<file path="src/rtl/regfile_arbiter_if.sv">
// regfile_arbiter_if
//   Bundles the requester-side and register-file-side signals of
//   regfile_arbiter. Signal names match the original flat port list.
//   slave  : view used by the arbiter (takes I_*, drives O_*)
//   master : view used by the surrounding requesters and register file
//   Requester side : I_req, I_rD_sel0/1, I_rA_sel0/1, I_rB_sel0/1,
//                    I_rD_in0/1, I_wr0/1, I_wr_pos0/1, O_ack, O_rA_data,
//                    O_rB_data, O_busy
//   Reg-file side  : I_rf_rA_out, I_rf_rB_out, O_rf_enable, O_rf_rD_select,
//                    O_rf_rA_select, O_rf_rB_select, O_rf_rD_in,
//                    O_rf_rD_write, O_rf_write_pos
interface regfile_arbiter_if #(
    parameter int DATA_W = 16,
    parameter int SEL_W  = 3
);
    logic [1:0]        I_req;
    logic [SEL_W-1:0]  I_rD_sel0, I_rD_sel1;
    logic [SEL_W-1:0]  I_rA_sel0, I_rA_sel1;
    logic [SEL_W-1:0]  I_rB_sel0, I_rB_sel1;
    logic [DATA_W-1:0] I_rD_in0, I_rD_in1;
    logic              I_wr0, I_wr1;
    logic [1:0]        I_wr_pos0, I_wr_pos1;
    logic [DATA_W-1:0] I_rf_rA_out, I_rf_rB_out;

    logic              O_rf_enable;
    logic [SEL_W-1:0]  O_rf_rD_select, O_rf_rA_select, O_rf_rB_select;
    logic [DATA_W-1:0] O_rf_rD_in;
    logic              O_rf_rD_write;
    logic [1:0]        O_rf_write_pos;
    logic [1:0]        O_ack;
    logic [DATA_W-1:0] O_rA_data, O_rB_data;
    logic              O_busy;

    modport slave (
        input  I_req, I_rD_sel0, I_rD_sel1, I_rA_sel0, I_rA_sel1,
               I_rB_sel0, I_rB_sel1, I_rD_in0, I_rD_in1, I_wr0, I_wr1,
               I_wr_pos0, I_wr_pos1, I_rf_rA_out, I_rf_rB_out,
        output O_rf_enable, O_rf_rD_select, O_rf_rA_select, O_rf_rB_select,
               O_rf_rD_in, O_rf_rD_write, O_rf_write_pos, O_ack,
               O_rA_data, O_rB_data, O_busy
    );

    modport master (
        output I_req, I_rD_sel0, I_rD_sel1, I_rA_sel0, I_rA_sel1,
               I_rB_sel0, I_rB_sel1, I_rD_in0, I_rD_in1, I_wr0, I_wr1,
               I_wr_pos0, I_wr_pos1, I_rf_rA_out, I_rf_rB_out,
        input  O_rf_enable, O_rf_rD_select, O_rf_rA_select, O_rf_rB_select,
               O_rf_rD_in, O_rf_rD_write, O_rf_write_pos, O_ack,
               O_rA_data, O_rB_data, O_busy
    );
endinterface

</file>
<file path="src/rtl/regfile_arbiter.sv">
// regfile_arbiter
//   Shares one registered-read register file between two requesters
//   (port 0 = core pipeline, port 1 = debug/monitor). Each access runs
//   IDLE/ACK -> ISSUE -> CAPTURE -> ACK: the command is driven to the file
//   for one cycle, the file's registered read data is captured one cycle
//   later, then a one-cycle ack pulse goes to the granted port.
//   Parameters: DATA_W data width, SEL_W register select width,
//               RR_EN 1 = round-robin on contention, 0 = port 0 priority.
//   Ports: I_clk  rising-edge clock
//          I_reset asynchronous active-high reset
//          bus    regfile_arbiter_if.slave (requester + register-file signals)
module regfile_arbiter #(
    parameter int DATA_W = 16,
    parameter int SEL_W  = 3,
    parameter bit RR_EN  = 1'b1
) (
    input logic              I_clk,
    input logic              I_reset,
    regfile_arbiter_if.slave bus
);

    typedef enum logic [1:0] {
        ST_IDLE    = 2'd0,
        ST_ISSUE   = 2'd1,
        ST_CAPTURE = 2'd2,
        ST_ACK     = 2'd3
    } state_t;

    state_t            state, state_nx;
    logic              grant, last_grant;
    logic [SEL_W-1:0]  cmd_rd_sel, cmd_ra_sel, cmd_rb_sel;
    logic [DATA_W-1:0] cmd_rd_in;
    logic              cmd_wr;
    logic [1:0]        cmd_wr_pos;
    logic [DATA_W-1:0] ra_data, rb_data;

    logic [1:0]        acked;
    logic [1:0]        eligible;
    logic              win_valid, win_port;

    // Arbitration. In ACK the acked port's request still reflects the
    // command just completed, so on its own it is not re-granted. When both
    // ports request, the contention policy alone picks the winner; under
    // round-robin that is always the port not just served.
    always_comb begin
        acked     = '0;
        win_valid = 1'b0;
        win_port  = 1'b0;
        if (state == ST_ACK) begin
            acked[grant] = 1'b1;
        end
        eligible = bus.I_req & ~acked;
        if (state == ST_IDLE || state == ST_ACK) begin
            if (&bus.I_req) begin
                win_valid = 1'b1;
                win_port  = RR_EN ? ~last_grant : 1'b0;
            end else begin
                win_valid = |eligible;
                win_port  = eligible[1];
            end
        end
    end

    always_comb begin
        state_nx = state;
        case (state)
            ST_IDLE:    if (win_valid) state_nx = ST_ISSUE;
            ST_ISSUE:   state_nx = ST_CAPTURE;
            ST_CAPTURE: state_nx = ST_ACK;
            ST_ACK:     state_nx = win_valid ? ST_ISSUE : ST_IDLE;
            default:    state_nx = ST_IDLE;
        endcase
    end

    always_ff @(posedge I_clk or posedge I_reset) begin
        if (I_reset) begin
            state      <= ST_IDLE;
            grant      <= 1'b0;
            last_grant <= 1'b1;
            cmd_rd_sel <= '0;
            cmd_ra_sel <= '0;
            cmd_rb_sel <= '0;
            cmd_rd_in  <= '0;
            cmd_wr     <= 1'b0;
            cmd_wr_pos <= '0;
            ra_data    <= '0;
            rb_data    <= '0;
        end else begin
            state <= state_nx;
            if (win_valid) begin
                grant      <= win_port;
                last_grant <= win_port;
                cmd_rd_sel <= win_port ? bus.I_rD_sel1 : bus.I_rD_sel0;
                cmd_ra_sel <= win_port ? bus.I_rA_sel1 : bus.I_rA_sel0;
                cmd_rb_sel <= win_port ? bus.I_rB_sel1 : bus.I_rB_sel0;
                cmd_rd_in  <= win_port ? bus.I_rD_in1  : bus.I_rD_in0;
                cmd_wr     <= win_port ? bus.I_wr1     : bus.I_wr0;
                cmd_wr_pos <= win_port ? bus.I_wr_pos1 : bus.I_wr_pos0;
            end
            if (state == ST_CAPTURE) begin
                ra_data <= bus.I_rf_rA_out;
                rb_data <= bus.I_rf_rB_out;
            end
        end
    end

    // Register-file drive is decoded from state so an async reset removes
    // the enable at once and a pending write never reaches the file.
    always_comb begin
        bus.O_rf_enable    = 1'b0;
        bus.O_rf_rD_select = '0;
        bus.O_rf_rA_select = '0;
        bus.O_rf_rB_select = '0;
        bus.O_rf_rD_in     = '0;
        bus.O_rf_rD_write  = 1'b0;
        bus.O_rf_write_pos = '0;
        if (state == ST_ISSUE) begin
            bus.O_rf_enable    = 1'b1;
            bus.O_rf_rD_select = cmd_rd_sel;
            bus.O_rf_rA_select = cmd_ra_sel;
            bus.O_rf_rB_select = cmd_rb_sel;
            bus.O_rf_rD_in     = cmd_rd_in;
            bus.O_rf_rD_write  = cmd_wr;
            bus.O_rf_write_pos = cmd_wr_pos;
        end
    end

    assign bus.O_ack     = acked;
    assign bus.O_busy    = (state != ST_IDLE);
    assign bus.O_rA_data = ra_data;
    assign bus.O_rB_data = rb_data;

endmodule

</file>
<file path="src/flat_wrapper.sv">
// flat-port wrapper written by rule: the top's interface ports become plain ports
module regfile_arbiter_flat 
#(
    parameter int DATA_W = 16,
    parameter int SEL_W  = 3,
    parameter bit RR_EN  = 1'b1
)
  (I_clk, I_reset, bus_I_req, bus_I_rD_sel0, bus_I_rD_sel1, bus_I_rA_sel0, bus_I_rA_sel1, bus_I_rB_sel0, bus_I_rB_sel1, bus_I_rD_in0, bus_I_rD_in1, bus_I_wr0, bus_I_wr1, bus_I_wr_pos0, bus_I_wr_pos1, bus_I_rf_rA_out, bus_I_rf_rB_out, bus_O_rf_enable, bus_O_rf_rD_select, bus_O_rf_rA_select, bus_O_rf_rB_select, bus_O_rf_rD_in, bus_O_rf_rD_write, bus_O_rf_write_pos, bus_O_ack, bus_O_rA_data, bus_O_rB_data, bus_O_busy);
  regfile_arbiter_if #(.DATA_W(DATA_W), .SEL_W(SEL_W)) bus_i ();
  input logic I_clk;
  input logic I_reset;
  input wire logic [$bits(bus_i.I_req)-1:0] bus_I_req;
  input wire logic [$bits(bus_i.I_rD_sel0)-1:0] bus_I_rD_sel0;
  input wire logic [$bits(bus_i.I_rD_sel1)-1:0] bus_I_rD_sel1;
  input wire logic [$bits(bus_i.I_rA_sel0)-1:0] bus_I_rA_sel0;
  input wire logic [$bits(bus_i.I_rA_sel1)-1:0] bus_I_rA_sel1;
  input wire logic [$bits(bus_i.I_rB_sel0)-1:0] bus_I_rB_sel0;
  input wire logic [$bits(bus_i.I_rB_sel1)-1:0] bus_I_rB_sel1;
  input wire logic [$bits(bus_i.I_rD_in0)-1:0] bus_I_rD_in0;
  input wire logic [$bits(bus_i.I_rD_in1)-1:0] bus_I_rD_in1;
  input wire logic [$bits(bus_i.I_wr0)-1:0] bus_I_wr0;
  input wire logic [$bits(bus_i.I_wr1)-1:0] bus_I_wr1;
  input wire logic [$bits(bus_i.I_wr_pos0)-1:0] bus_I_wr_pos0;
  input wire logic [$bits(bus_i.I_wr_pos1)-1:0] bus_I_wr_pos1;
  input wire logic [$bits(bus_i.I_rf_rA_out)-1:0] bus_I_rf_rA_out;
  input wire logic [$bits(bus_i.I_rf_rB_out)-1:0] bus_I_rf_rB_out;
  output wire logic [$bits(bus_i.O_rf_enable)-1:0] bus_O_rf_enable;
  output wire logic [$bits(bus_i.O_rf_rD_select)-1:0] bus_O_rf_rD_select;
  output wire logic [$bits(bus_i.O_rf_rA_select)-1:0] bus_O_rf_rA_select;
  output wire logic [$bits(bus_i.O_rf_rB_select)-1:0] bus_O_rf_rB_select;
  output wire logic [$bits(bus_i.O_rf_rD_in)-1:0] bus_O_rf_rD_in;
  output wire logic [$bits(bus_i.O_rf_rD_write)-1:0] bus_O_rf_rD_write;
  output wire logic [$bits(bus_i.O_rf_write_pos)-1:0] bus_O_rf_write_pos;
  output wire logic [$bits(bus_i.O_ack)-1:0] bus_O_ack;
  output wire logic [$bits(bus_i.O_rA_data)-1:0] bus_O_rA_data;
  output wire logic [$bits(bus_i.O_rB_data)-1:0] bus_O_rB_data;
  output wire logic [$bits(bus_i.O_busy)-1:0] bus_O_busy;
  assign bus_i.I_req = bus_I_req;
  assign bus_i.I_rD_sel0 = bus_I_rD_sel0;
  assign bus_i.I_rD_sel1 = bus_I_rD_sel1;
  assign bus_i.I_rA_sel0 = bus_I_rA_sel0;
  assign bus_i.I_rA_sel1 = bus_I_rA_sel1;
  assign bus_i.I_rB_sel0 = bus_I_rB_sel0;
  assign bus_i.I_rB_sel1 = bus_I_rB_sel1;
  assign bus_i.I_rD_in0 = bus_I_rD_in0;
  assign bus_i.I_rD_in1 = bus_I_rD_in1;
  assign bus_i.I_wr0 = bus_I_wr0;
  assign bus_i.I_wr1 = bus_I_wr1;
  assign bus_i.I_wr_pos0 = bus_I_wr_pos0;
  assign bus_i.I_wr_pos1 = bus_I_wr_pos1;
  assign bus_i.I_rf_rA_out = bus_I_rf_rA_out;
  assign bus_i.I_rf_rB_out = bus_I_rf_rB_out;
  assign bus_O_rf_enable = bus_i.O_rf_enable;
  assign bus_O_rf_rD_select = bus_i.O_rf_rD_select;
  assign bus_O_rf_rA_select = bus_i.O_rf_rA_select;
  assign bus_O_rf_rB_select = bus_i.O_rf_rB_select;
  assign bus_O_rf_rD_in = bus_i.O_rf_rD_in;
  assign bus_O_rf_rD_write = bus_i.O_rf_rD_write;
  assign bus_O_rf_write_pos = bus_i.O_rf_write_pos;
  assign bus_O_ack = bus_i.O_ack;
  assign bus_O_rA_data = bus_i.O_rA_data;
  assign bus_O_rB_data = bus_i.O_rB_data;
  assign bus_O_busy = bus_i.O_busy;
  regfile_arbiter #(.DATA_W(DATA_W), .SEL_W(SEL_W), .RR_EN(RR_EN)) u_core (.I_clk(I_clk), .I_reset(I_reset), .bus(bus_i));
endmodule
</file>
<file path="config.mk">
export PLATFORM = sky130hd
export DESIGN_NAME = regfile_arbiter_flat
export DESIGN_NICKNAME = d
export VERILOG_FILES = /design/src/rtl/regfile_arbiter_if.sv /design/src/rtl/regfile_arbiter.sv /design/src/flat_wrapper.sv
export SDC_FILE = /design/constraint.sdc
export NUM_CORES = 1
export LEC_CHECK = 0
export ABC_AREA = 0
export CAP_MARGIN = 5
export CELL_PAD_IN_SITES_DETAIL_PLACEMENT = 1
export CELL_PAD_IN_SITES_GLOBAL_PLACEMENT = 1
export CORE_MARGIN = 1.5
export CORE_UTILIZATION = 26
export DETAILED_ROUTE_END_ITERATION = 16
export PLACE_DENSITY = 0.76
export SLEW_MARGIN = 30
export SYNTH_ARGS = -nofsm -noshare
export SYNTH_HDL_FRONTEND = slang
export SYNTH_SLANG_ARGS = --single-unit
</file>
<file path="constraint.sdc">
create_clock -name I_clk -period 2.45 [get_ports I_clk]
set_clock_uncertainty 0.15 [all_clocks]
set_input_delay 0.735 -clock I_clk [delete_from_list [all_inputs] [get_ports I_clk]]
set_output_delay 0.735 -clock I_clk [all_outputs]
set_load 0.01 [all_outputs]
</file>
==> results of run 1 <==
layer usage:
| metal | wire length [um] | global-route usage [%] | up-vias |
|---|---|---|---|
| met5 | 0 | 0 | - |
| met2 | 4240 | 25.9 | 105 |
| met3 | 954 | 6.40 | 10 |
| li1 | - | - | 1189 |
| met4 | 97 | 5.64 | 0 |
| met1 | 3220 | 14.9 | 1204 |
area by class of cell:
cell class,count,area share (%)
flip-flops and latches,64,32.5
inverters,9,0.761
clock buffers,10,2.79
well taps,140,3.55
repair buffers,176,33.2
clock inverters,6,1.37
multi-input cells,164,25.8
metrics by stage:
step | TNS, ns | setup WS, ns | hold WS [ns] | instances | total power (uW)
floorplan | 0 | 0.341 | 0.312 | 252 | 3770
global placement | 0 | 0.0299 | 0.328 | 549 | 5570
detailed placement | -0.417 | -0.0571 | 0.347 | 549 | 5750
CTS | -0.0827 | -0.0434 | 0.353 | 568 | 6580
global route | -0.00726 | -0.00726 | 0.362 | 569 | 6940
finish | 0 | 0.0625 | 0.351 | 569 | 6450
worst paths after layout:
check | end | slack (ns)
worst max-delay path | bus_O_ack[1] | 0.06
worst min-delay path | u_core.last_grant | 0.35
worst max register to register | u_core.cmd_rd_in[0] | 0.37
worst min register to register | u_core.last_grant | 0.35
max in group asynchronous | u_core.last_grant | 1.15
min in group asynchronous | u_core.bus.O_rB_data[10] | 0.68
worst max-delay path, stage by stage, from the launching register on:
cell           delay [ns]
dfrtp_1              0.40
buf_4                0.15
ha_1                 0.22
nand2_1              0.10
inv_1                0.04
dlygate4sd2_1        0.27
registers in the layout (all words and copies together) (netlist names), 2 cells and up:
| name | flops |
|---|---|
| u_core.cmd_rd_in | 16 |
| u_core.cmd_ra_sel | 3 |
| u_core.cmd_rd_sel | 3 |
| u_core.cmd_rb_sel | 3 |
| u_core.state | 2 |
| u_core.bus.O_rB_data | 16 |
| u_core.bus.O_rA_data | 16 |
| u_core.cmd_wr_pos | 2 |
where the power goes:
part           total (uW)  switching [uW]  internal, uW  leakage (uW)
Sequential           1900             274          1620      0.000727
Clock                 929             428           501     0.0000989
Combinational        3620            1640          1990       0.00140
cell usage in the layout, fill, tap and decap left out, types with 2 or more instances in the layout:
cell type	count
clkdlybuf4s50_1	123
dfrtp_1	63
mux2_2	32
mux2i_1	30
nor2_1	29
a21oi_1	28
and2_1	28
buf_2	27
buf_4	13
clkbuf_8	10
inv_1	7
buf_12	5
nand2_1	3
clkinvlp_4	3
ha_1	3
buf_6	3
dlygate4sd2_1	3
o21ai_0	2
ha_4	2
cells by family (layout without fill, tap and decap cells):
logic type / Yosys count / after routing / share of synthesized area (%)
AOI/OAI and AO/OA: 35 / 35 / 6.54
muxes: 62 / 62 / 22.6
adders and majority gates: 5 / 5 / 2.14
and+or+nand+nor: 62 / 62 / 10.5
buffers and inverters: 24 / 201 / 3.55
DFF: 64 / 64 / 54.7
timing repair:
item / in CTS / in global routing
setup buffers: 2 / 1
cloned: 1 / 0
pin swaps: 1 / 0
gates resized for setup: 115 / 10
setup endpoints to repair: 32 / 9
synthesized netlist by cell type:
| cell | instances | area share (%) |
|---|---|---|
| o31ai_1 | 1 | 0.26 |
| mux2_2 | 32 | 12 |
| a211oi_2 | 1 | 0.43 |
| o22ai_1 | 1 | 0.21 |
| a21oi_1 | 28 | 4.8 |
| buf_2 | 8 | 1.4 |
| nor2_1 | 29 | 3.7 |
| nor2b_1 | 1 | 0.21 |
| dfrtp_1 | 63 | 54 |
| dfstp_2 | 1 | 0.90 |
| clkbuf_1 | 3 | 0.38 |
| inv_1 | 9 | 1.2 |
| a31oi_1 | 1 | 0.21 |
| o21ai_0 | 2 | 0.34 |
| nand3_1 | 1 | 0.17 |
| mux2i_1 | 30 | 10 |
| buf_1 | 3 | 0.38 |
| o2111ai_1 | 1 | 0.30 |
| and2_1 | 28 | 6.0 |
| buf_4 | 1 | 0.26 |
| nand2_1 | 3 | 0.38 |
| ha_1 | 5 | 2.1 |
==> qor.txt, run 1 <==
STATUS
---------------------------------------------------------------------------------------
Status                                                                     finished, final reports clean

FLOORPLAN
---------------------------------------------------------------------------------------
Die ar.                                                                     11900 sq um
Total I/O pin count                                                                 156
Vertical extent of the die                                                       109 um
Core footprint                                                              10900 sq um
Initial Utilization                                                               26.9%
Site Rows                                                                            38
Die boundary width                                                               109 um

DRT
---------------------------------------------------------------------------------------
Post-detailed-route DRC marker count                                                  0
Antenna viol nets, final                                                              0
Number of violations reported at the end of detailed-routing iteration 0             31
Via count                                                                          2508
Detailed Routing Iterations Pass 1                                                    4
Wire length per cell                                                            15.0 um
Routed wire length                                                              8.51 mm
Per-cell via count in the routed design                                            4.41

WORST SETUP PATH
---------------------------------------------------------------------------------------
CP required                                                                     1.56 ns
Critical path origin                                                       u_core.state[0]
Worst endpoint data arrival time                                                1.50 ns
Kind of capture point of the worst setup path                              primary output
Start of the worst register-to-register path                               u_core.state[0]
Sort of element at the start of the critical path                              register
Worst Setup Path Type                                                      register to primary output
Number of cells on the worst reg-to-reg path                                          9
Top fanout value on the critical path                                                 3

GLOBAL ROUTING
---------------------------------------------------------------------------------------
Number of antenna violations at the first check in global routing                     0
Wire length of the first global-routing pass                                    13.2 mm
Total routing usage reported by global routing                                    14.6%
Via count of the first global-routing pass                                         2810
Total overflow reported by the global router                                          0
Pin count of the biggest net entering global routing                                 65

FINISH
---------------------------------------------------------------------------------------
Number of inserted filler cells in the final layout                                1229
Synth-to-layout area growth                                                       68.4%
Number of nets in the layout                                                        521
Final Cell Area                                                              4930 sq um
Fin util                                                                          45.3%
Total area of sequential cells                                               1600 sq um
Ratio of cells with drive above 1 in the final layout                             24.2%
Multi-input logic area                                                       1270 sq um
Antenna cells                                                                         0

STA
---------------------------------------------------------------------------------------
Post-route fraction of the period consumed by the critical path                   97.4%
Final Max Slew Viols                                                                  0
Crit path time final                                                            2.39 ns
Count of endpoints failing hold in the final timing report                            0
Endpoints failing setup                                                               0
Least-Margin Pin Slew                                                          0.402 ns
Highest clock frequency the design can meet                                     419 MHz
Relative slew slack                                                               73.2%

SYNTHESIS
---------------------------------------------------------------------------------------
Flip-flop and latch count after synthesis                                            64
Yosys warns                                                                           0
Mean Syn Cell Area                                                           11.6 sq um
Register area share after synthesis                                               54.7%
Yosys cell types                                                                     22
Number of instances in the synthesized netlist                                      252
Summed instance area of the synthesized netlist                              2930 sq um
Post-synth net total                                                                349

CLOCK NETWORK
---------------------------------------------------------------------------------------
Clock transition at the registers of the reported paths                         0.08 ns
Clk_lat worst skew                                                              0.34 ns
Cell chosen for the clock root                                                 clkbuf_8
CTS H-Tree Depth                                                                      3
Clk sink count                                                                       64
Number of buffers on the longest clock path                                           2
Clock tree from TritonCTS                                                          done
Inserted Clock Buffers                                                                9
Hold Buf Count CTS                                                                    0

WORST HOLD PATH
---------------------------------------------------------------------------------------
Worst hold path class                                                      register to register
Worst Hold Launch                                                          u_core.last_grant
Count of cells along the worst hold path                                              2

PLACEMENT
---------------------------------------------------------------------------------------
Last weighted congestion value of the routability-driven placer                   0.681
Area post-placement                                                          4800 sq um
Count of port buffers added during placement                                        155
DP Wirelength                                                                   6.40 mm

PWR
---------------------------------------------------------------------------------------
Power per cell area                                                        1310 nW/um^2
Leakage component of the power                                               0.00223 uW
Worst vdd rail ir drop                                                       0.000511 V

RUN
---------------------------------------------------------------------------------------
Max-cap violations                                                                    0

(Power assumes the default switching activity.)
==> run 2, diff against run 1 <==
--- a/config.mk
+++ b/config.mk
@@ -11,9 +11,10 @@
 export CELL_PAD_IN_SITES_GLOBAL_PLACEMENT = 1
 export CORE_MARGIN = 1.5
 export CORE_UTILIZATION = 26
+export CTS_CLUSTER_DIAMETER = 150
 export DETAILED_ROUTE_END_ITERATION = 16
-export PLACE_DENSITY = 0.76
-export SLEW_MARGIN = 30
+export PLACE_DENSITY_LB_ADDON = 0.25
+export SLEW_MARGIN = 20
 export SYNTH_ARGS = -nofsm -noshare
 export SYNTH_HDL_FRONTEND = slang
 export SYNTH_SLANG_ARGS = --single-unit
==> run 2 against run 1 <==
- worst hold slack better by 0.0028 ns
- via count fell by 1.4%
- critical path depth fell by 1
- worst setup slack lost 0.0042 ns
==> qor.txt, run 2 (synthesis results as in run 1) <==
DRT
---------------------------------------------------------------------------------------
Wire length per cell                                                            15.4 um
Routed wire length                                                              8.74 mm
Detailed Routing Iterations Pass 1                                                    4
Via count                                                                          2473
Number of violations reported at the end of detailed-routing iteration 0             59
Per-cell via count in the routed design                                            4.37
Antenna viol nets, final                                                              0
Post-detailed-route DRC marker count                                                  0

PWR
---------------------------------------------------------------------------------------
Leakage component of the power                                               0.00221 uW
Overall Power                                                                   6370 uW
Power per cell area                                                        1310 nW/um^2
Worst vdd rail ir drop                                                       0.000551 V

STA
---------------------------------------------------------------------------------------
Post-route fraction of the period consumed by the critical path                   97.6%
Relative slew slack                                                               67.1%
Final Max Slew Viols                                                                  0
Final-layout worst hold slack                                                  0.354 ns
Endpoints failing setup                                                               0
Crit path time final                                                            2.39 ns
Highest clock frequency the design can meet                                     418 MHz
Setup repair after global routing missed its margin                               false
Least-Margin Pin Slew                                                          0.494 ns
Count of endpoints failing hold in the final timing report                            0

WORST SETUP PATH
---------------------------------------------------------------------------------------
Worst Setup Path Type                                                      register to primary output
Slowest-stage cell, CP                                                          dfrtp_1
R2R setup slack                                                                 0.45 ns
CP required                                                                     1.56 ns
Kind of capture point of the worst setup path                              primary output
Biggest cell delay along the critical path                                      0.38 ns
Sort of element at the start of the critical path                              register
Worst endpoint data arrival time                                                1.51 ns
Top fanout value on the critical path                                                 4
Crit-path cells                                                            buf_4 > ha_2 > nor2b_1 > dlygate4sd2_1

GLOBAL ROUTING
---------------------------------------------------------------------------------------
Number of antenna violations at the first check in global routing                     0
GR met1 Demand/Resource                                                           16.0%
Pin count of the biggest net entering global routing                                 47
GR peak layer                                                                      met2
Via count of the first global-routing pass                                         2695
Met2 usage                                                                        25.0%
Total routing usage reported by global routing                                    14.8%
Routing usage on met3                                                             7.53%
Total overflow reported by the global router                                          0
Wire length of the first global-routing pass                                    13.2 mm

STATUS
---------------------------------------------------------------------------------------
Status                                                                     finished, final reports clean

FINISH
---------------------------------------------------------------------------------------
Fin util                                                                          44.8%
Synth-to-layout area growth                                                       66.6%
Ratio of cells with drive above 1 in the final layout                             23.9%
Fin cells                                                                           566
Number of nets in the layout                                                        518
Number of inserted filler cells in the final layout                                1210
Most used cells in the layout excluding fill and tap cells                 clkdlybuf4s50_1 (123), dfrtp_1 (63), mux2_2 (32), mux2i_1 (30), nor2_1 (29)
Antenna cells                                                                         0
Most frequent standard cell in the layout excluding fill and tap cells     clkdlybuf4s50_1
Final Cell Area                                                              4880 sq um

WORST HOLD PATH
---------------------------------------------------------------------------------------
Worst hold path class                                                      register to register

FLOORPLAN
---------------------------------------------------------------------------------------
Site Rows                                                                            38
Die ar.                                                                     11900 sq um
Vertical extent of the die                                                       109 um
Core footprint                                                              10900 sq um
Die boundary width                                                               109 um
Initial Utilization                                                               26.9%
Total I/O pin count                                                                 156

PLACEMENT
---------------------------------------------------------------------------------------
Last weighted congestion value of the routability-driven placer                   0.680
DP Wirelength                                                                   6.51 mm
Count of port buffers added during placement                                        155
Area post-placement                                                          4760 sq um
Instance count after placement with tap cells included                              547

CLOCK NETWORK
---------------------------------------------------------------------------------------
CTS H-Tree Depth                                                                      3
Number of buffers on the longest clock path                                           2
Clk_lat worst skew                                                              0.34 ns
Cell chosen for the clock root                                                 clkbuf_8
Clock tree from TritonCTS                                                          done
Clock transition at the registers of the reported paths                         0.07 ns
Hold Buf Count CTS                                                                    0
Clk sink count                                                                       64
Inserted Clock Buffers                                                                9

RUN
---------------------------------------------------------------------------------------
Max-cap violations                                                                    0

[run 2: metal layers]
metal	vias up	wire (um)
met5	-	0
met4	0	83
met3	7	1010
met2	106	4240
met1	1173	3400
li1	1187	-
[run 2: worst max-delay path: cells and delay by family, from the launching register on]
kind / cells / cell delay, ns
buffers and inverters: 2 / 0.44
DFF: 1 / 0.38
adders and majority gates: 1 / 0.20
and+or+nand+nor: 1 / 0.14
[run 2: power by group]
group | total (uW) | leakage, uW | switching (uW) | internal (uW)
registers | 1890 | 0.000727 | 269 | 1620
clock network | 894 | 0.000100 | 401 | 493
logic | 3580 | 0.00139 | 1670 | 1910
total | 6370 | 0.00221 | 2340 | 4030
[run 2: cell type report]
class,count,area [sq um],share of cell area (%)
flip-flops and latches,64,1600,32.9
repair buffers,173,1600,32.7
multi-input cells,164,1280,26.2
well taps,140,175,3.59
clock buffers,12,145,2.98
clock inverters,4,45.0,0.923
inverters,9,37.5,0.769
[run 2: path summary, 6_finish.rpt]
path	startpoint	end	cells after the start
worst min register to register	u_core.last_grant	u_core.last_grant	2
worst max register to register	u_core.state[1]	u_core.cmd_rb_sel[0]	8
worst max-delay path	u_core.state[0]	bus_O_ack[0]	4
max in group asynchronous	I_reset	u_core.bus.O_rA_data[2]	3
min in group asynchronous	I_reset	u_core.cmd_wr_pos[1]	3
worst min-delay path	u_core.last_grant	u_core.last_grant	2
[run 2: repair_timing]
action | 4_1_cts | 5_1_grt
buffers inserted | 2 | 0
pin swaps | 1 | 1
endpoints found under the setup margin | 32 | 8
gates cloned | 0 | 1
resized for setup | 114 | 9
[run 2: stage by stage]
step | worst slack (ns) | setup TNS, ns
4_1_cts | 0.000403 | 0
3_5_place_dp | -0.0865 | -1.63
2_1_floorplan | 0.341 | 0
5_1_grt | 0.0000687 | 0
6_report | 0.0583 | 0
3_3_place_gp | -0.0213 | -0.290
